[src/rtl/efuse_pkg.sv]
// Shared types and sizes for the efuse shadow loader.
package efuse_pkg;

    localparam int EFUSE_BITS = 256;
    localparam int TRIM_BITS  = 248;
    localparam int CHK_BYTE   = 31;

    typedef enum logic [2:0] {
        IDLE,
        LOAD,
        CHECK,
        DONE,
        ERR
    } shadow_st_e;

endpackage

[src/rtl/efuse_byte_sum.sv]
// Byte-serial 8-bit checksum over the shadow image: one byte per step, B0 first.
module efuse_byte_sum
    import efuse_pkg::*;
(
    input  logic                  i_clk,
    input  logic                  i_rst,
    input  logic                  i_start,
    input  logic                  i_step,
    input  logic [EFUSE_BITS-1:0] i_image,
    output logic [7:0]            o_sum,
    output logic                  o_done
);

    logic [4:0] r_cnt;
    logic [7:0] r_acc;
    logic       r_done;
    logic [7:0] w_byte;

    assign w_byte = i_image[r_cnt*8 +: 8];

    always_ff @(posedge i_clk or posedge i_rst) begin
        if (i_rst) begin
            r_cnt  <= '0;
            r_acc  <= '0;
            r_done <= 1'b0;
        end else if (i_start) begin
            r_cnt  <= '0;
            r_acc  <= '0;
            r_done <= 1'b0;
        end else if (i_step && !r_done) begin
            r_acc <= r_acc + w_byte;
            r_cnt <= r_cnt + 5'd1;
            if (r_cnt == 5'(CHK_BYTE)) begin
                r_done <= 1'b1;
            end
        end
    end

    assign o_sum  = r_acc;
    assign o_done = r_done;

endmodule

[src/rtl/efuse_shadow_load.sv]
// Assembles the efuse autoload stream into a 256-bit shadow, verifies its byte checksum
// and publishes the verified trim image (with software override).
module efuse_shadow_load
    import efuse_pkg::*;
#(
    parameter  int                     NR       = 64,
    parameter  logic [TRIM_BITS-1:0]   DEF_TRIM = '0,
    localparam int                     NCH      = EFUSE_BITS / NR,
    localparam int                     IW       = (NCH > 1) ? $clog2(NCH) : 1
) (
    input  logic                  clk,
    input  logic                  rst,
    input  logic                  load_vld,
    input  logic [IW-1:0]         load_idx,
    input  logic [NR-1:0]         load_data,
    input  logic                  load_done,
    input  logic                  rg_trim_ovr_en,
    input  logic [TRIM_BITS-1:0]  rg_trim_ovr_val,
    output logic [EFUSE_BITS-1:0] shadow_o,
    output logic [TRIM_BITS-1:0]  trim_o,
    output logic                  trim_vld,
    output logic                  chk_err,
    output logic                  shadow_busy
);

    shadow_st_e            r_state;
    logic [EFUSE_BITS-1:0] r_shadow;
    logic [NCH-1:0]        r_mask;
    logic [TRIM_BITS-1:0]  r_trim;
    logic                  r_trim_vld;
    logic                  r_chk_err;

    logic                  w_vld_ok;
    logic                  w_done_eval;
    logic [NCH-1:0]        w_mask_next;
    logic                  w_img_full;
    logic                  w_sum_start;
    logic                  w_sum_step;
    logic [7:0]            w_sum;
    logic                  w_sum_done;

    // A chunk arriving outside LOAD opens a new image, so its mask starts empty.
    // load_done is evaluated against the mask including a same-cycle chunk.
    assign w_vld_ok    = load_vld && (r_state != CHECK);
    assign w_done_eval = load_done && ((r_state == LOAD) || w_vld_ok);

    always_comb begin
        w_mask_next = (r_state == LOAD) ? r_mask : '0;
        if (w_vld_ok) begin
            w_mask_next[load_idx] = 1'b1;
        end
    end

    assign w_img_full  = &w_mask_next;
    assign w_sum_start = w_done_eval && w_img_full;
    assign w_sum_step  = (r_state == CHECK);

    efuse_byte_sum u_sum (
        .i_clk   (clk),
        .i_rst   (rst),
        .i_start (w_sum_start),
        .i_step  (w_sum_step),
        .i_image (r_shadow),
        .o_sum   (w_sum),
        .o_done  (w_sum_done)
    );

    always_ff @(posedge clk or posedge rst) begin
        if (rst) begin
            r_state    <= IDLE;
            r_shadow   <= '0;
            r_mask     <= '0;
            r_trim     <= DEF_TRIM;
            r_trim_vld <= 1'b0;
            r_chk_err  <= 1'b0;
        end else begin
            case (r_state)
                CHECK: begin
                    if (w_sum_done) begin
                        if (w_sum == 8'h00) begin
                            r_state    <= DONE;
                            r_trim     <= r_shadow[TRIM_BITS-1:0];
                            r_trim_vld <= 1'b1;
                        end else begin
                            r_state   <= ERR;
                            r_chk_err <= 1'b1;
                        end
                    end
                end
                default: begin
                    if (w_vld_ok) begin
                        r_shadow[load_idx*NR +: NR] <= load_data;
                        r_mask     <= w_mask_next;
                        r_trim_vld <= 1'b0;
                        r_chk_err  <= 1'b0;
                        r_state    <= LOAD;
                    end
                    if (w_done_eval) begin
                        if (w_img_full) begin
                            r_state <= CHECK;
                        end else begin
                            r_state   <= ERR;
                            r_chk_err <= 1'b1;
                        end
                    end
                end
            endcase
        end
    end

    assign shadow_o    = r_shadow;
    assign trim_o      = rg_trim_ovr_en ? rg_trim_ovr_val : r_trim;
    assign trim_vld    = rg_trim_ovr_en | r_trim_vld;
    assign chk_err     = r_chk_err;
    assign shadow_busy = (r_state == LOAD) || (r_state == CHECK);

endmodule
[config.mk]
export PLATFORM = sky130hd
export DESIGN_NAME = efuse_shadow_load
export DESIGN_NICKNAME = d
export VERILOG_FILES = /design/src/rtl/efuse_pkg.sv /design/src/rtl/efuse_byte_sum.sv /design/src/rtl/efuse_shadow_load.sv
export SDC_FILE = /design/constraint.sdc
export NUM_CORES = 1
export LEC_CHECK = 0
export BUFFER_PORTS_ARGS = -buffer_cell sky130_fd_sc_hd__buf_4
export CELL_PAD_IN_SITES_DETAIL_PLACEMENT = 0
export CELL_PAD_IN_SITES_GLOBAL_PLACEMENT = 2
export CORE_AREA = 2 2 321 323
export DETAILED_ROUTE_END_ITERATION = 16
export DIE_AREA = 0 0 323 325
export PLACE_DENSITY_LB_ADDON = 0.1
export SKIP_CTS_REPAIR_TIMING = 1
export SYNTH_ARGS = -nofsm -noshare
export SYNTH_HDL_FRONTEND = slang
export SYNTH_HIERARCHICAL = 1
export SYNTH_SLANG_ARGS = --single-unit
export TNS_END_PERCENT = 50
[constraint.sdc]
create_clock -name clk -period 18.6 [get_ports clk]
set_input_delay 3.72 -clock clk [delete_from_list [all_inputs] [get_ports clk]]
set_output_delay 3.72 -clock clk [all_outputs]
set_load 0.05 [all_outputs]
== Word-level counts from Yosys, hierarchy flattened ==
Cells that the tools add are included.
Storage, ports and cells
  memories kept: 0
  register bits: 527
  bits in latches: 0
  input port bits: 319
  bits in writable memories: 0
  word-level logic and storage cells: 76
  output and inout bits: 507
  ROM bits: 0
Cells by class
  multipliers: 0
  magnitude comparators: 2
  bitwise logic cells: 3
  add/subtract/negate cells: 3
  div/mod/pow operators: 0
  reductions and logical operators: 20
  equal/unequal tests: 7
  muxes and demuxes: 29
  shift-type cells: 3
Operator list (count)
  bitwise mux 256 bit: 1
  variable shift 64 x 34 -> 256 bit (first input constant): 1
  indexed part select 256 x 9 -> 8 bit: 1
  indexed part select 64 x 34 -> 256 bit: 1
  two-way mux 248 bit: 1
  negation 8 -> 34 bit: 1
  two-way mux 3 bit: 6
  two-way mux 8 bit: 2
  two-way mux 1 bit: 14
  two-way mux 5 bit: 2
  adder 8 bit: 1
  zero test 8 bit: 1
  two-way mux 4 bit: 2
  AND reduction 2 bit: 4
  != test 2 bit (second input constant): 3
  AND reduction 3 bit: 2
  nonzero test 2 bit: 3
  adder 5 x 1 -> 5 bit (second input constant): 1
  equality test 5 bit (second input constant): 1
  logical AND 1 bit: 5
  bitwise OR 4 bit: 1
  AND reduction 4 bit: 1
  equality test 3 x 1 -> 1 bit (second input constant): 1
  equality test 3 x 2 -> 1 bit (second input constant): 1
  9 further kinds: 10

== Longest topological paths before layout ==
  word-level depth: 10
  mapped depth: 15
  depth with buffers taken out: 12

== Modules after synthesis ==
The synthesis kept the hierarchy.
By module, submodules not included
  efuse_shadow_load: area each 22838.2 um2, times used 1, cells an instance 1981, seq. area each 12837.3 um2
  efuse_byte_sum: area each 3076.7 um2, times used 1, cells an instance 226, seq. area each 350.3 um2

== Worst setup path after synthesis ==
Ideal clock, no wire load.
  path kind: in2out
  start point: input port rg_trim_ovr_en
  end point: output port trim_o[218]
  stages on the path: 4
  path buffers: 3
  data required time: 14880 ps
  setup slack: 9911 ps
  arrival time: 4969 ps
  cells stage by stage: clkbuf_1 -> clkbuf_1 -> clkbuf_1 -> mux2_2
On the way
  longest elaborated chain between the ends: 1
Ends and longest elaborated chain
  start, declared: RTL line efuse_shadow_load.sv:17  | input logic rg_trim_ovr_en,
  two-way mux 248 bit: RTL line efuse_shadow_load.sv:112  | assign trim_o = rg_trim_ovr_en ? rg_trim_ovr_val : r_trim;
  end, declared: RTL line efuse_shadow_load.sv:20  | output logic [TRIM_BITS-1:0] trim_o,
No other way between the ends.

== Worst setup path after layout ==
  start point: input port rg_trim_ovr_en
  end point: output port trim_o[104]
The elaborated chain is that of the path after synthesis.

==> flow_metrics.tcl <==
set metrics [dict create \
    worst_r2r_startpoint "u_sum/r_cnt[0]" \
    relSlewSlack_pct 25.2 \
    finalMaxSlewViolations 0 \
    dieArea_mm2 0.105 \
    max_cap_violations 0 \
    fmax_mhz 101 \
    power_w 0.00326 \
    required_ns 14.88 \
    drtPass1Iterations 4 \
    critPathLaunchType "input port" \
    io_buffers 825 \
    cp.arrival_ns 6.18 \
    gp_congestion 0.771 \
    seqPwrFrac_pct 39.5 \
    power_density_mw_per_mm2 92.7 \
    critical_path_class "input port to output pin" \
    critPathMaxFanout 68 \
    fillers 10200 \
    synth-seq-cells 527 \
    status "finished, final reports clean" \
    via_count 20100 \
    ant_nets 0 \
    final_area_mm2 0.0352 \
    grt_max_degree 172 \
    peakVddDrop_v 0.0000470 \
    finalCriticalPeriod_ns 9.90 \
    cts-buffers-inserted 67 \
    syn_inst 2207 \
    cts-root-buf "clkbuf_16" \
    nNetsFinal 3300 \
    yosysTopAreaCellShare_pct 50.9 \
    drive_gt1_share_pct 43.5 \
    leakage_nw 17.9 \
    drt-wirelength-per-cell_um 25.7 \
    finalCritPeriodShare_pct 53.2 \
    cts_tree "done" \
    cts.sinks 527 \
    grt_overflow_total 0 \
    dp.cells 4264 \
    holdPathStages 1 \
    synth_cell_types 51 \
    timing_hold_violations_final 0 \
    cts_buffer_depth 3 \
    synth_edf_count 0 \
    cts.clk_slew.worst_paths_ns 0.05 \
    ff2ff_setup_slack_ns 13.69 \
    viasPerCell 4.59 \
    yosysTopAreaCell "dfrtp_1" \
    path_common_cell "buf_4" \
    die_w_um 323 \
    p_int_w 0.00217 \
    pwr-share-clk_pct 38.6 \
    place_area_mm2 0.0331 \
    tightest_slew_ns 1.12 \
    finalClockSkew_ns 0.0234 \
    io_pins 826 \
    power_switching_w 0.00110 \
    grt_pass1_wl_um 157000 \
    r2r_cells 13 \
    initial_core_util_pct 25.6 \
    antenna_found_initial 4 \
    drt_iter0_markers 1053 \
    core_area_mm2 0.101 \
    avgSynthCellArea_um2 11.7 \
    fin_ws_ns 8.70 \
    synthTopCellsByArea "dfrtp_1, mux2_2, mux2_1, nand2_1, mux4_2" \
    syn_area_mm2 0.0259 \
    cp-end-kind "output pin" \
    wl_um 113000 \
    seq_area_frac_synth_pct 50.9 \
    rsz0062_at_grt "false" \
    drc 0 \
    syn_to_final_growth_pct 35.9 \
    slowest_delay_ns 0.74 \
    whs_endpoint "r_mask[0]" \
    syn_nets 2542 \
    switching_share_pct 33.5 \
    grt_usage_pct 20.9 \
    hpwl_um 84200 \
    yosys_warnings 6 \
    die_h_um 325 \
    htree_levels 3 \
    setup_tns_ns 0 \
    crit_family "buffers and inverters" \
    grt_pass1_vias 20800 \
    regToRegEndpoint "u_sum/o_sum[6]" \
    min_from "r_mask[0]" \
    cp_num_buf_inv 4 \
    combinationalPowerShare_pct 22.0 \
    path_cells "buf_8 > buf_4 > buf_4 > mux2_2 > buf_4" \
    min_path_type "register to register" \
    async_reset_ff_share_pct 100 \
    insertion_delay_ns 0.61 \
    dp_slack_ns 8.68 \
    ys.flop_type "dfrtp_1" \
    critPathSlowestCell "buf_4" \
    rows 117 \
    setup_viol 0 \
    fin_cells 4380 \
]
registers in the layout, summed over array words and instances, names as in the netlist:
signal / count
r_trim: 248
shadow_o: 256
r_state: 3
u_sum/r_cnt: 5
u_sum/o_sum: 8
r_trim_vld: 1
chk_err: 1
u_sum/o_done: 1
r_mask: 4
metrics by stage:
step	util [%]	hold WS, ns
after floorplan	-	0.438
after global placement	32.7	0.463
after detailed placement	32.7	0.473
after CTS	34.8	0.484
after global routing	34.8	0.502
final	34.8	0.481
per-layer routing:
layer  vias to the layer above  part of all wire (%)  GRT usage [%]
met3                       134                   5.3           3.87
met4                         2                   3.2           6.71
met5                         -                0.0089              0
li1                       9260                     -              -
met1                     10100                    41           25.8
met2                       599                    51           36.6
cells in the final DEF (no fill, tap or decap), types with 16 or more instances in the layout:
cell       synthesis  layout
clkbuf_16          0      70
clkbuf_1          66      20
nand3_1           73      70
a21oi_1           20      20
buf_4              3     848
o21ai_0          156     156
mux2_1           209     209
mux4_1            19      19
mux2i_1           16      16
mux2_2           295     295
nand2_1          539     539
o21ai_1           43      43
dfrtp_1          527     525
mux4_2            51      51
synthesized netlist by cell type (4+ instances only):
cell / number
a21o_1: 5
a21oi_1: 20
a22oi_1: 5
buf_1: 10
buf_2: 44
buf_6: 32
clkbuf_1: 66
dfrtp_1: 527
ha_1: 15
inv_1: 9
mux2_1: 209
mux2_2: 295
mux2i_1: 16
mux4_1: 19
mux4_2: 51
nand2_1: 539
nand2b_1: 8
nand3_1: 73
nor2_1: 10
nor2b_1: 4
o21ai_0: 156
o21ai_1: 43
xnor2_1: 6
worst max-delay path by stage:
stage / depth (start not counted) / endpoint / startpoint / slack, ns
after floorplan: 1 / chk_err / rst / 0.55
after global placement: 5 / trim_o[112] / rg_trim_ovr_en / 8.80
after detailed placement: 5 / trim_o[121] / rg_trim_ovr_en / 8.68
after CTS: 5 / trim_o[121] / rg_trim_ovr_en / 8.69
after global routing: 5 / trim_o[113] / rg_trim_ovr_en / 8.51
final: 5 / trim_o[104] / rg_trim_ovr_en / 8.70
power by group through the flow:
| stage | logic (W) | registers, W | clock network (W) |
|---|---|---|---|
| after floorplan | 0.000290 | 0.00143 | 0 |
| after global placement | 0.000723 | 0.00131 | 0 |
| after detailed placement | 0.000725 | 0.00131 | 0 |
| after CTS | 0.000727 | 0.00129 | 0.00130 |
| after global routing | 0.000756 | 0.00130 | 0.00135 |
| final | 0.000717 | 0.00129 | 0.00126 |
cell families after synthesis:
kind of cell | count (synthesis) | synth area share [%]
xor+xnor | 8 | 0.270
simple gates | 653 | 10.4
buf+inv | 171 | 3.91
compound gates | 242 | 4.90
mux | 590 | 28.9
fa+ha+maj | 16 | 0.801
flops | 527 | 50.9
layout make-up:
cell class / count / area, µm² / area share (%)
multi-input combinational: 1509 / 11800 / 33.4
clock inverter: 13 / 130 / 0.370
timing repair buffer: 850 / 6400 / 18.2
antenna: 4 / 10.0 / 0.0284
tap: 1368 / 1710 / 4.86
inverter: 10 / 45.0 / 0.128
clock buffer: 99 / 1950 / 5.54
sequential: 527 / 13200 / 37.5
(Power assumes the default switching activity.)
